<file path="src/rtl/ahb_arb_pkg.sv">
// Shared AHB-Lite transfer/burst encodings and burst-length helper for the bus arbiter.
// Consumed by ahb_bus_arbiter (optional macro AHB_ARB_FIXED_PRIORITY_EN) and its bench.
package ahb_arb_pkg;

  typedef enum logic [1:0] {
    IDLE   = 2'd0,
    BUSY   = 2'd1,
    NONSEQ = 2'd2,
    SEQ    = 2'd3
  } htrans_e;

  typedef enum logic [2:0] {
    SINGLE = 3'd0,
    INCR   = 3'd1,
    WRAP4  = 3'd2,
    INCR4  = 3'd3,
    WRAP8  = 3'd4,
    INCR8  = 3'd5,
    WRAP16 = 3'd6,
    INCR16 = 3'd7
  } hburst_e;

  localparam int CNT_W = 5;

  // Remaining SEQ beats after the NONSEQ; undefined-length bursts count as zero.
  function automatic logic [CNT_W-1:0] burst_beats_minus1(input hburst_e hburst);
    case (hburst)
      WRAP4,  INCR4:  return CNT_W'(3);
      WRAP8,  INCR8:  return CNT_W'(7);
      WRAP16, INCR16: return CNT_W'(15);
      default:        return '0;
    endcase
  endfunction

endpackage

</file>
<file path="src/rtl/ahb_rr_picker.sv">
// Combinational circular priority picker: first set request at or after 'start',
// wrapping around; returns a one-hot winner and a valid flag.
module ahb_rr_picker #(
  parameter int N     = 3,
  parameter int IDX_W = 2
) (
  input  logic [N-1:0]     req,
  input  logic [IDX_W-1:0] start,
  output logic [N-1:0]     gnt,
  output logic             valid
);

  logic [2*N-1:0] req_rot2;
  logic [N-1:0]   rot;
  logic [N-1:0]   first;
  logic [2*N-1:0] gnt2;

  // Rotate so 'start' lands on bit 0, pick the lowest set bit, rotate back.
  assign req_rot2 = {req, req} >> start;
  assign rot      = req_rot2[N-1:0];

  always_comb begin
    // NOTE: every variable assigned here gets a default first, so no path leaves it unassigned and no latch is inferred.
    first = '0;
    valid = 1'b0;
    for (int i = 0; i < N; i++) begin
      if (rot[i] && !valid) begin
        first[i] = 1'b1;
        valid    = 1'b1;
      end
    end
  end

  assign gnt2 = {{N{1'b0}}, first} << start;
  assign gnt  = gnt2[N-1:0] | gnt2[2*N-1:N];

endmodule

</file>
<file path="src/rtl/ahb_bus_arbiter.sv">
// AHB-Lite bus arbiter: round-robin grant with burst, lock and wait-state awareness.
// Define AHB_ARB_FIXED_PRIORITY_EN to replace round-robin with lowest-index-wins.
module ahb_bus_arbiter
  import ahb_arb_pkg::*;
#(
  parameter int NO_OF_MANAGERS = 3,
  parameter int MGR_BITS       = 2,
  parameter int PARK_MANAGER   = 0
) (
  input  logic                      HCLK,
  input  logic                      HRESETn,
  input  logic [NO_OF_MANAGERS-1:0] HBUSREQ,
  input  logic [NO_OF_MANAGERS-1:0] HLOCK,
  input  logic [1:0]                HTRANS,
  input  logic [2:0]                HBURST,
  input  logic                      HREADY,
  output logic [NO_OF_MANAGERS-1:0] HGRANT,
  output logic [MGR_BITS-1:0]       HMASTER,
  output logic [MGR_BITS-1:0]       HMASTER_DATA,
  output logic                      HMASTLOCK
);

  localparam logic [NO_OF_MANAGERS-1:0] PARK_ONEHOT = NO_OF_MANAGERS'(1) << PARK_MANAGER;
  localparam logic [MGR_BITS-1:0]       PARK_IDX    = MGR_BITS'(PARK_MANAGER);

  function automatic logic [MGR_BITS-1:0] onehot_idx(input logic [NO_OF_MANAGERS-1:0] oh);
    logic [MGR_BITS-1:0] idx;
    idx = '0;
    for (int i = 0; i < NO_OF_MANAGERS; i++)
      if (oh[i]) idx |= MGR_BITS'(i);
    return idx;
  endfunction

  htrans_e                   trans;
  hburst_e                   burst;
  logic [CNT_W-1:0]          beat_cnt;
  logic                      owner_lock;
  logic                      arb_point;
  logic [MGR_BITS-1:0]       search_start;
  logic [NO_OF_MANAGERS-1:0] pick_gnt;
  logic                      pick_valid;
  logic [NO_OF_MANAGERS-1:0] next_gnt;
  logic [MGR_BITS-1:0]       next_idx;

  assign trans      = htrans_e'(HTRANS);
  assign burst      = hburst_e'(HBURST);
  assign owner_lock = HLOCK[HMASTER];

  // The bus may change hands only where no burst or locked sequence would be split.
  assign arb_point = HREADY && !HMASTLOCK && !owner_lock &&
                     ((trans == IDLE) ||
                      (trans == NONSEQ && (burst == SINGLE || burst == INCR)) ||
                      (trans == SEQ && (beat_cnt <= CNT_W'(1) || burst == INCR)));

`ifdef AHB_ARB_FIXED_PRIORITY_EN
  assign search_start = '0;
`else
  logic [MGR_BITS-1:0] rr_ptr;

  assign search_start = (rr_ptr == MGR_BITS'(NO_OF_MANAGERS - 1)) ? '0 : rr_ptr + MGR_BITS'(1);
`endif

  ahb_rr_picker #(
    .N     (NO_OF_MANAGERS),
    .IDX_W (MGR_BITS)
  ) u_picker (
    .req   (HBUSREQ),
    .start (search_start),
    .gnt   (pick_gnt),
    .valid (pick_valid)
  );

  assign next_gnt = pick_valid ? pick_gnt : PARK_ONEHOT;
  assign next_idx = onehot_idx(next_gnt);

  // NOTE: sequential state uses non-blocking assignments so every register samples pre-edge values.
  always_ff @(posedge HCLK or negedge HRESETn) begin
    if (!HRESETn) begin
      HGRANT       <= PARK_ONEHOT;
      HMASTER      <= PARK_IDX;
      HMASTER_DATA <= PARK_IDX;
      HMASTLOCK    <= 1'b0;
      beat_cnt     <= '0;
`ifndef AHB_ARB_FIXED_PRIORITY_EN
      rr_ptr       <= PARK_IDX;
`endif
    end else if (HREADY) begin
      HMASTER_DATA <= HMASTER;
      HMASTLOCK    <= owner_lock;
      case (trans)
        NONSEQ:  beat_cnt <= burst_beats_minus1(burst);
        SEQ:     if (beat_cnt != '0) beat_cnt <= beat_cnt - CNT_W'(1);
        default: ;
      endcase
      if (arb_point) begin
        HGRANT  <= next_gnt;
        HMASTER <= next_idx;
`ifndef AHB_ARB_FIXED_PRIORITY_EN
        rr_ptr  <= next_idx;
`endif
      end
    end
  end

  a_grant_onehot: assert property (@(posedge HCLK) disable iff (!HRESETn) $onehot(HGRANT));
  a_master_index: assert property (@(posedge HCLK) disable iff (!HRESETn)
                                   HGRANT == (NO_OF_MANAGERS'(1) << HMASTER));
  a_wait_freeze:  assert property (@(posedge HCLK) disable iff (!HRESETn)
                                   !HREADY |=> $stable(HGRANT));

endmodule

</file>
<file path="config.mk">
export PLATFORM = sky130hd
export DESIGN_NAME = ahb_bus_arbiter
export DESIGN_NICKNAME = d
export VERILOG_FILES = /design/src/rtl/ahb_arb_pkg.sv /design/src/rtl/ahb_rr_picker.sv /design/src/rtl/ahb_bus_arbiter.sv
export SDC_FILE = /design/constraint.sdc
export NUM_CORES = 1
export LEC_CHECK = 0
export ABC_AREA = 1
export CAP_MARGIN = 0
export CORE_MARGIN = 2
export CORE_UTILIZATION = 46
export CTS_CLUSTER_SIZE = 10
export DETAILED_ROUTE_END_ITERATION = 7
export DONT_BUFFER_PORTS = 1
export HOLD_SLACK_MARGIN = 0.12
export PLACE_DENSITY = 0.68
export SLEW_MARGIN = 20
export SYNTH_ARGS = -nofsm -noshare
export SYNTH_HDL_FRONTEND = slang
export SYNTH_SLANG_ARGS = --single-unit
</file>
<file path="constraint.sdc">
create_clock -name HCLK -period 1.64 [get_ports HCLK]
set_input_delay 0.328 -clock HCLK [delete_from_list [all_inputs] [get_ports HCLK]]
set_output_delay 0.328 -clock HCLK [all_outputs]
set_load 0.005 [all_outputs]
</file>
==> results of run 1 <==
-- cell type report --
cell class                      instances  area, um2  area share, %
Multi-Input combinational cell         90        447           51.1
Sequential cell                        11        277           31.7
Inverter                               20       75.1           8.60
Tap cell                               25       31.3           3.58
Clock buffer                            4       26.3           3.01
Timing Repair Buffer                    2       17.5           2.01
-- worst max path at each step --
stage | end | slack, ns | cells after the start
2_1_floorplan | HGRANT[1]$_DFFE_PN0P_ | 0.40 | 7
3_3_place_gp | HGRANT[0]$_DFFE_PN1P_ | 0.19 | 8
3_5_place_dp | HGRANT[2]$_DFFE_PN0P_ | 0.18 | 7
4_1_cts | HGRANT[2]$_DFFE_PN0P_ | 0.16 | 7
5_1_grt | HGRANT[2]$_DFFE_PN0P_ | 0.05 | 7
6_report | HGRANT[2]$_DFFE_PN0P_ | 0.14 | 7
-- sequential cells by signal, summed over array words and instances (netlist names) --
register	count
beat_cnt	5
HGRANT	3
HMASTER_DATA	2
HMASTLOCK	1
-- cells by family (layout without fill, tap and decap cells) --
family                   count (synthesis)  after routing  synth area share (%)
AO/OA/AOI/OAI                           22             22                  15.5
adder cells (fa/ha/maj)                  3              3                  4.55
flip-flops                              11             11                  33.5
buffers and inverters                   23             26                  12.3
XOR/XNOR                                 1              1                  1.06
AND/OR/NAND/NOR                         64             64                  33.1
-- cell usage in the layout, fill, tap and decap left out --
cell,n
xor2_1,1
dfrtp_1,10
a21oi_1,2
o2111ai_1,1
inv_1,19
o21ai_1,1
nor2_1,12
a31oi_1,3
dlygate4sd3_1,1
nor2_2,1
o31ai_1,1
nand3_1,11
nand3_2,1
ha_1,3
inv_2,1
nand2_1,35
clkbuf_1,1
o21bai_1,2
o211ai_1,1
nor3_1,1
o21ai_0,11
clkbuf_4,3
nand4_1,1
nand3b_1,1
buf_4,1
nand2_2,1
dfstp_2,1
-- metal layers --
layer | vias up | GRT usage (%)
li1 | 404 | -
met1 | 325 | 26.8
met2 | 24 | 24.4
met3 | 2 | 7.84
met4 | 0 | 7.43
met5 | - | 0
-- report_power, final --
group / total, mW / switching, mW / internal [mW]
clock: 0.184 / 0.0901 / 0.0940
sequential: 0.467 / 0.102 / 0.365
combinational: 0.500 / 0.310 / 0.191
total: 1.15 / 0.501 / 0.650
-- worst max-delay path, cell delays in order (launching register included) --
cell and delay, ns:
dfrtp_1 0.49, nor2_1 0.31, nand2_1 0.14, nand3_2 0.13, nand2_2 0.07, a21oi_1 0.16
nand3_1 0.09, nand2_1 0.06
-- synth_stat cells --
master / number
a21oi_1: 2
a31oi_1: 3
buf_4: 2
buf_6: 1
dfrtp_1: 10
dfstp_2: 1
ha_1: 3
inv_1: 19
inv_2: 1
nand2_1: 35
nand2_2: 1
nand3_1: 11
nand3_2: 1
nand3b_1: 1
nand4_1: 1
nor2_1: 12
nor2_2: 1
nor3_1: 1
o2111ai_1: 1
o211ai_1: 1
o21ai_0: 11
o21ai_1: 1
o21bai_1: 2
o31ai_1: 1
xor2_1: 1
-- through the flow --
stage | power, mW | setup WS [ns] | util (%) | area, um2 | std cells
detailed placement | 0.963 | 0.180 | 49.0 | 837 | 147
CTS | 1.17 | 0.159 | 51.1 | 873 | 152
global placement | 0.954 | 0.191 | 49.0 | 837 | 147
finish | 1.15 | 0.136 | 51.1 | 873 | 152
global route | 1.28 | 0.0491 | 51.1 | 873 | 152
floorplan | 0.904 | 0.404 | - | 825 | 124
==> metrics.cfg, run 1 <==
[status]
status=complete, no violations

[power]
power-per-cell-area_nw_per_um2=1320
peakVddDrop_v=0.000666
cellLeakagePower_nw=0.465

[detailed_routing]
drt-vias-per-instance=4.97
route.met2.wl_um=726
vias=755
drc=0
detail-route-antenna-nets=0
drt-initial-drc-count=21
routed_wl_mm=1.66
top_layer=met4
wl_met1_um=802
met3_length_um=117
wire_per_inst_um=10.9
first_pass_iters=4

[sta]
worst_hold_slack_ns=0.157
hold_viol=0
drv_slew=0
fmax_mhz=665
finalSetupViolations=0
fin_crit_sh_pct=91.7
finClkSkew_ns=0.00136
period_needed_ns=1.50
maxSlewHeadroom_pct=65.5
tns_ns=0
worstMarginPinSlew_ns=0.516
rsz0062_at_grt=no

[die]
rows=15
die_area_um2=2150
core_area_um2=1710
start_util_pct=48.3
io_pins=22
chipWidth_um=46.3
fp.dieH_um=46.3

[clock_tree]
cts_sinks=11
worstSkewPairLatency_ns=0.26
cts_root_buf=clkbuf_4
cts.clk_slew.worst_paths_ns=0.07
cts_hold_buf=1
htree_levels=1
ctsResizeCount=0
cts_tree=built
cts_buffers=3
postCtsSetupBuffers=0
clock_path_buffers=2

[critical_path]
critPathCaptureType=flop
critPathLaunch=HGRANT[2]$_DFFE_PN0P_
path_class=flop to flop
rr_worst_depth=7
path_max_fanout=8
startpoint_type=flop
worstReg2RegEnd=HGRANT[2]$_DFFE_PN0P_
r2r-start=HGRANT[2]$_DFFE_PN0P_
worstPathRequired_ns=1.85
r2r_slack_ns=0.14
arrival_ns=1.71

[yosys]
ys_seq_area_share_pct=33.5
syn_area_per_cell_um2=6.65
synthDistinctLibCells=25
syn_inst=124
synth_top_cell_area_share_pct=30.3
syn_area_um2=825
yosys-top-cells-area=dfrtp_1 30%, nand2_1 16%, inv_1 8.6%
synth-seq-cells=11
synth_top_cell_by_area=dfrtp_1
syn_nets=141
synth_warnings=0

[worst_hold_path]
worstHoldEndpoint=HMASTLOCK$_DFFE_PN0P_
whs_path_depth=1
worstHoldPathType=input port to flop
holdCritStartpoint=HREADY

[layout]
diodes=0
fillCellCount=177
layout.nets=145
area_growth_pct=5.92
final_layout_size_suffix_gt1_share_pct=7.09

[global_routing]
grt_util_all_layers_pct=18.8
grt_pass1_vias=671
antenna_found_initial=0
grt_overflow=0
grt_start_max_net_pins=12
grt_pass1_wl_mm=2.86

[job]
cap_violations=0

[placement]
hpwl_mm=1.33
portBuffers=0
gp_congestion=0.800

(Power assumes the default switching activity.)
==> run 2: changes to the inputs <==
CORE_ASPECT_RATIO = 1.1   (was unset)
SYNTH_HIERARCHICAL = 1   (was unset)
==> run 2 against run 1 <==
Critical path depth increased by 7. Area after synthesis increased by 14%. Utilization increased by 5.9 points. Sequential cell count unchanged. Setup slack got worse by 0.10 ns. First-iteration DRC count decreased by 33%. Maximum frequency decreased by 6.3%. Final area increased by 28%. Clock skew increased by 0.011 ns. Critical path type unchanged. Critical endpoint unchanged.
==> metrics.cfg, run 2 <==
[status]
status=complete, no violations

[sta]
worstMarginPinSlew_ns=0.531  ; +0.0155 ns
finClkSkew_ns=0.0126  ; +0.0112 ns
period_needed_ns=1.61  ; +0.102 ns
fmax_mhz=623  ; -6.3%
fin_crit_sh_pct=97.9  ; +6.2 points
hold_viol=0  ; unchanged
maxSlewHeadroom_pct=64.5  ; -1.0 points
finalSetupViolations=0  ; unchanged
rsz0062_at_grt=yes
worst_hold_slack_ns=0.176  ; +0.0188 ns
drv_slew=0  ; unchanged
tns_ns=0  ; unchanged
final.setup.worst_slack_ns=0.0345  ; -0.102 ns

[layout]
multi_input_area_um2=603  ; +35%
final_layout_size_suffix_gt1_share_pct=26.3  ; +19 points
final_common_cell=nand2_1
finalNonFillerCells=180  ; +18%
diodes=0  ; unchanged
seqCellArea_um2=278  ; +0.45%
largest_register_ffs=5  ; unchanged
layout.nets=170  ; +17%
area_growth_pct=18.9
largestRegisters=beat_cnt x5, HGRANT x3, HMASTER_DATA x2
fillCellCount=208  ; +18%
largest_register=beat_cnt
layout_common_cells=42 x nand2_1, 16 x inv_1, 11 x nand3_1

[worst_hold_path]
worstHoldPathType=input port to flop

[detailed_routing]
routed_wl_mm=2.09  ; +26%
drt-initial-drc-count=14  ; -33%
drt-vias-per-instance=5.09  ; +2.6%
first_pass_iters=6  ; +2
detail-route-antenna-nets=0  ; unchanged
drc=0  ; unchanged
wire_per_inst_um=11.6  ; +6.3%
vias=917  ; +21%

[yosys]
ys.flop_type=dfrtp_1
synth_top_cell_by_area=dfrtp_1
synth_top_cell_area_share_pct=26.7  ; -3.7 points
synth-compound-area-share_pct=10.9  ; -4.5 points
synth.most_common_cell=nand2_1
synthAdderAreaFrac_pct=4.00  ; -0.55 points
ys_seq_area_share_pct=29.5  ; -4.1 points
synthDistinctLibCells=22  ; -12%
synth.mux.area_fraction_pct=0  ; unchanged
synth-seq-cells=11  ; unchanged
syn_inst=141  ; +14%
synth_edf_count=0  ; unchanged
synth_top_family_by_area=simple AND/OR/NAND/NOR gates
synth-async-reset-ratio_pct=100  ; unchanged
syn_nets=158  ; +12%
synth_xor_area_share_pct=0  ; -1.1 points
syn_area_um2=938  ; +14%
synth_warnings=6  ; +6
synth-simple-area-share_pct=43.5  ; +10 points
netlist_top_cells_count=44 x nand2_1, 16 x inv_1, 14 x nand3_1
yosys-top-cells-area=dfrtp_1 27%, nand2_1 18%, nand3_1 7.5%
syn_area_per_cell_um2=6.66  ; about the same

[critical_path]
crit_top_cell=nand2_1
critPathCaptureType=flop
path_max_fanout=6  ; -2
startpoint_type=flop
path_cells=nor2_2 -> buf_6 -> buf_4 -> nand2_1 -> nand3_1 -> nand2_1 -> nand3_2 -> nand2_2 -> nand3_1 -> nand2_1 -> nand2_1 -> inv_1 -> nand3_1 -> nand2_1
worstPathRequired_ns=1.82  ; -0.03 ns
crit_slowest_cell=dfrtp_2
path_class=flop to flop
arrival_ns=1.79  ; +0.08 ns
critPathMaxStageDelay_ns=0.45  ; -0.04 ns

[power]
seqPwrFrac_pct=24.8  ; -16 points
power-per-cell-area_nw_per_um2=1550  ; +17%
combPwrFrac_pct=63.7  ; +20 points
internal_power_uw=899  ; +38%
swShare_pct=47.9  ; +4.4 points
peakVddDrop_v=0.00109  ; +64%
p_clk_share_pct=11.5  ; -4.5 points
p_switching_uw=827  ; +65%
cellLeakagePower_nw=0.585  ; +26%

[global_routing]
grt_pass1_vias=790  ; +18%
grt_util_all_layers_pct=17.4  ; -1.4 points
antenna_found_initial=0  ; unchanged
grt_overflow=0  ; unchanged
grt_start_max_net_pins=12  ; unchanged
grt_pass1_wl_mm=3.15  ; +10%

[clock_tree]
cts_tree=built
htree_levels=1  ; unchanged
cts_sinks=11  ; unchanged
clock_path_buffers=2  ; unchanged
cts_root_buf=clkbuf_4
worstSkewPairLatency_ns=0.28  ; +0.02 ns
cts.clk_slew.worst_paths_ns=0.08  ; about the same
cts_buffers=3  ; unchanged

[die]
die_area_um2=2420  ; +13%
rows=17  ; +2
start_util_pct=48.0  ; -0.32 points
core_area_um2=1960  ; +15%
chipWidth_um=47.1  ; +1.6%
io_pins=22  ; unchanged
fp.dieH_um=51.4  ; +11%

[placement]
hpwl_mm=1.48  ; +11%
place_inst=170  ; +16%
gp_congestion=0.840  ; +5.0%
portBuffers=0  ; unchanged
pre_cts_ws_ns=0.0613  ; -0.119 ns

[job]
cap_violations=0  ; unchanged

## run 2: cell type report
type                    count  share of cell area [%]
repair buffers             10                    7.51
inverters                  22                    8.07
flip-flops and latches     11                    24.9
multi-input cells         105                    54.0
well taps                  28                    3.14
clock buffers               4                    2.35
## run 2: timing repair
| action | CTS | global route |
|---|---|---|
| endpoints found under the hold margin | 11 | 1 |
| setup endpoints to repair | 0 | 3 |
| gates resized for setup | 0 | 14 |
| buffers inserted | 0 | 4 |
| hold buffers | 1 | 1 |
## run 2: worst max-delay path, delay by kind of cell, from the launching register on
| kind | cells | cell delay [ns] |
|---|---|---|
| AND/OR/NAND/NOR | 11 | 0.73 |
| flip-flops | 1 | 0.45 |
| buffers and inverters | 3 | 0.32 |
## run 2: path summary, 6_finish.rpt
path	from	endpoint	slack, ns	depth (start not counted)
max	HGRANT[2]$_DFFE_PN0P_	HGRANT[2]$_DFFE_PN0P_	0.03	14
min	HREADY	HMASTER_DATA[1]$_DFFE_PN0P_	0.18	2
max reg2reg	HGRANT[2]$_DFFE_PN0P_	HGRANT[2]$_DFFE_PN0P_	0.03	14
min reg2reg	HGRANT[0]$_DFFE_PN1P_	HGRANT[0]$_DFFE_PN1P_	0.47	2
max in group asynchronous	HRESETn	HGRANT[2]$_DFFE_PN0P_	0.81	1
min in group asynchronous	HRESETn	beat_cnt[2]$_DFFE_PN0P_	0.45	1
## run 2: stage by stage
| stage | power, mW | area [um2] | utilization (%) |
|---|---|---|---|
| global route | 1.89 | 1120 | 57.0 |
| CTS | 1.48 | 1020 | 51.9 |
| finish | 1.73 | 1120 | 57.0 |
| global placement | 1.26 | 980 | 50.1 |
| detailed placement | 1.28 | 980 | 50.1 |
| floorplan | 1.15 | 941 | - |
## run 2: cell families (layout without fill, tap and decap cells)
group	count (synthesis)	after routing
buffers and inverters	25	36
AOI/OAI and AO/OA	17	17
DFF	11	11
adders and majority gates	3	3
and+or+nand+nor	85	85
## run 2: power groups by stage
stage               Combinational [mW]  Clock [mW]  Sequential (mW)
global placement                 0.838           0            0.425
finish                            1.10       0.199            0.428
floorplan                        0.721           0            0.424
global route                      1.23       0.217            0.441
CTS                              0.863       0.198            0.423
detailed placement               0.850           0            0.428
## run 2: layer usage
metal	share of wire, %	vias up	GRT usage, %
met4	0.72	0	5.09
met5	0	-	0
met1	41	423	22.2
met3	4.2	2	3.89
li1	-	472	-
met2	54	20	28.5
==> run 3: changes to the inputs <==
CTS_BUF_LIST = sky130_fd_sc_hd__clkbuf_4 sky130_fd_sc_hd__clkbuf_8   (was unset)
SLEW_MARGIN = unset   (was 20)
==> run 3 against run 2 <==
First-iteration DRC count is 21% lower. Sequential cell count stayed put. Non-clock buffer count stayed put. Total power is 0.80% higher. Combinational power hardly changed. Largest cell class unchanged. Routed wire length is 1.1% lower. Sequential power hardly changed. Global-route usage is 0.070 points lower. Setup slack better by 0.0010 ns.
==> metrics.cfg, run 3 (same netlist as run 2, synthesis figures left out) <==
[detailed_routing]
vias=916  ; -0.11%
drt-vias-per-instance=5.09  ; -0.11%
drt-initial-drc-count=11  ; -3
first_pass_iters=7  ; +1
drc=0  ; unchanged
routed_wl_mm=2.07  ; -1.1%
wire_per_inst_um=11.5  ; -1.1%
detail-route-antenna-nets=0  ; unchanged

[die]
io_pins=22  ; unchanged
core_area_um2=1960  ; unchanged
fp.dieH_um=51.4  ; unchanged
chipWidth_um=47.1  ; unchanged
die_area_um2=2420  ; unchanged
rows=17  ; unchanged
start_util_pct=48.0  ; unchanged

[sta]
fmax_mhz=623  ; about the same
worst_hold_slack_ns=0.179  ; +0.00245 ns
maxSlewHeadroom_pct=64.6  ; +0.11 points
finalSetupViolations=0  ; unchanged
fin_crit_sh_pct=97.8  ; about the same
period_needed_ns=1.60  ; -0.00103 ns
final.setup.worst_slack_ns=0.0355  ; +0.00103 ns
drv_slew=0  ; unchanged
worstMarginPinSlew_ns=0.530  ; -0.00159 ns
hold_viol=0  ; unchanged
rsz0062_at_grt=yes
finClkSkew_ns=0.0121  ; -0.000459 ns

[clock_tree]
cts_root_buf=clkbuf_4
cts_tree=built
cts_buffers=3  ; unchanged
cts_sinks=11  ; unchanged
htree_levels=1  ; unchanged
cts.clk_slew.worst_paths_ns=0.08  ; about the same
clock_path_buffers=2  ; unchanged
worstSkewPairLatency_ns=0.28  ; about the same

[critical_path]
path_class=flop to flop
critPathCaptureType=flop
worstPathRequired_ns=1.82  ; about the same
arrival_ns=1.78  ; about the same
path_max_fanout=6  ; unchanged
startpoint_type=flop
r2r_slack_ns=0.04  ; about the same

[power]
swShare_pct=47.4  ; -0.53 points
combPwrFrac_pct=63.1  ; -0.6 points
internal_power_uw=915  ; +1.8%
p_clk_share_pct=12.3  ; +0.8 points
p_switching_uw=824  ; -0.31%
power-per-cell-area_nw_per_um2=1550  ; +0.46%
peakVddDrop_v=0.00110  ; +0.90%
cellLeakagePower_nw=0.588  ; +0.58%
seqPwrFrac_pct=24.6  ; -0.2 points

[global_routing]
grt_pass1_vias=793  ; +0.38%
grt_pass1_wl_mm=3.13  ; -0.45%
grt_overflow=0  ; unchanged
grt_util_all_layers_pct=17.3  ; -0.070 points
grt_start_max_net_pins=12  ; unchanged
antenna_found_initial=0  ; unchanged

[placement]
pre_cts_ws_ns=0.0613  ; unchanged
hpwl_mm=1.48  ; unchanged
gp_congestion=0.840  ; unchanged
portBuffers=0  ; unchanged

[layout]
final_util_pct=57.2  ; +0.19 points
area_growth_pct=19.3
largest_register=beat_cnt
largestRegisters=beat_cnt x5, HGRANT x3, HMASTER_DATA x2
largest_register_ffs=5  ; unchanged
layout_common_cells=42 x nand2_1, 16 x inv_1, 11 x nand3_1
final_layout_size_suffix_gt1_share_pct=27.0  ; +0.66 points
diodes=0  ; unchanged
layout.nets=170  ; unchanged
final_common_cell=nand2_1

[job]
cap_violations=0  ; unchanged

[status]
status=complete, no violations

[worst_hold_path]
worstHoldPathType=input port to flop

run 3: cell count changes in the layout (fill, tap and decap cells not counted):
cell      change
clkbuf_1      -1
clkbuf_4      +1
run 3: metrics by stage:
stage                     cells  TNS [ns]  power (mW)  instance area (um2)
final                       180         0        1.74                 1120
after global routing        180    -0.214        1.90                 1120
after CTS                   175         0        1.50                 1020
after detailed placement    170         0        1.28                  980
after global placement      170         0        1.26                  980
after floorplan             141         0        1.15                  941
run 3: path summary, 6_finish.rpt:
| path | startpoint | to | cells after the start |
|---|---|---|---|
| min reg2reg | HGRANT[0]$_DFFE_PN1P_ | HGRANT[0]$_DFFE_PN1P_ | 2 |
| max | HGRANT[2]$_DFFE_PN0P_ | HGRANT[2]$_DFFE_PN0P_ | 14 |
| max reg2reg | HGRANT[2]$_DFFE_PN0P_ | HGRANT[2]$_DFFE_PN0P_ | 14 |
| max in group asynchronous | HRESETn | HGRANT[0]$_DFFE_PN1P_ | 1 |
| min in group asynchronous | HRESETn | beat_cnt[2]$_DFFE_PN0P_ | 1 |
| min | HREADY | HMASTER_DATA[1]$_DFFE_PN0P_ | 2 |
run 3: final cells by class:
| class | count | area [um2] |
|---|---|---|
| multi-input combinational | 105 | 603 |
| clock buffer | 4 | 30.0 |
| fill | 206 | 837 |
| inverter | 22 | 90.1 |
| sequential | 11 | 278 |
| tap | 28 | 35.0 |
| timing repair buffer | 10 | 83.8 |
run 3: metal layers:
metal / part of all wire (%) / global-route usage, % / wire [um] / up-vias
li1: - / - / - / 474
met1: 42 / 22.2 / 873 / 422
met2: 52 / 28.3 / 1080 / 16
met3: 3.8 / 3.89 / 79 / 4
met4: 1.6 / 5.09 / 34 / 0
met5: 0 / 0 / 0 / -
run 3: power by group through the flow:
stage / registers, mW / clock network (mW) / logic, mW
after floorplan: 0.424 / 0 / 0.721
after global placement: 0.425 / 0 / 0.838
after detailed placement: 0.428 / 0 / 0.850
after CTS: 0.423 / 0.214 / 0.863
after global routing: 0.441 / 0.233 / 1.23
final: 0.428 / 0.214 / 1.10
run 3: repair_timing:
action                                  4_1_cts  5_1_grt
endpoints found under the setup margin        0        3
setup buffers                                 0        4
hold endpoints to repair                     11        1
hold buffers                                  1        1
gates resized for setup                       0       14
run 3: critical path: stages (launching register included):
cell and delay [ns]:
dfrtp_2 0.45, nor2_2 0.11, buf_6 0.15, buf_4 0.13, nand2_1 0.05, nand3_1 0.11
nand2_1 0.07, nand3_2 0.06, nand2_2 0.05, nand3_1 0.06, nand2_1 0.05, nand2_1 0.06
inv_1 0.04, nand3_1 0.06, nand2_1 0.05
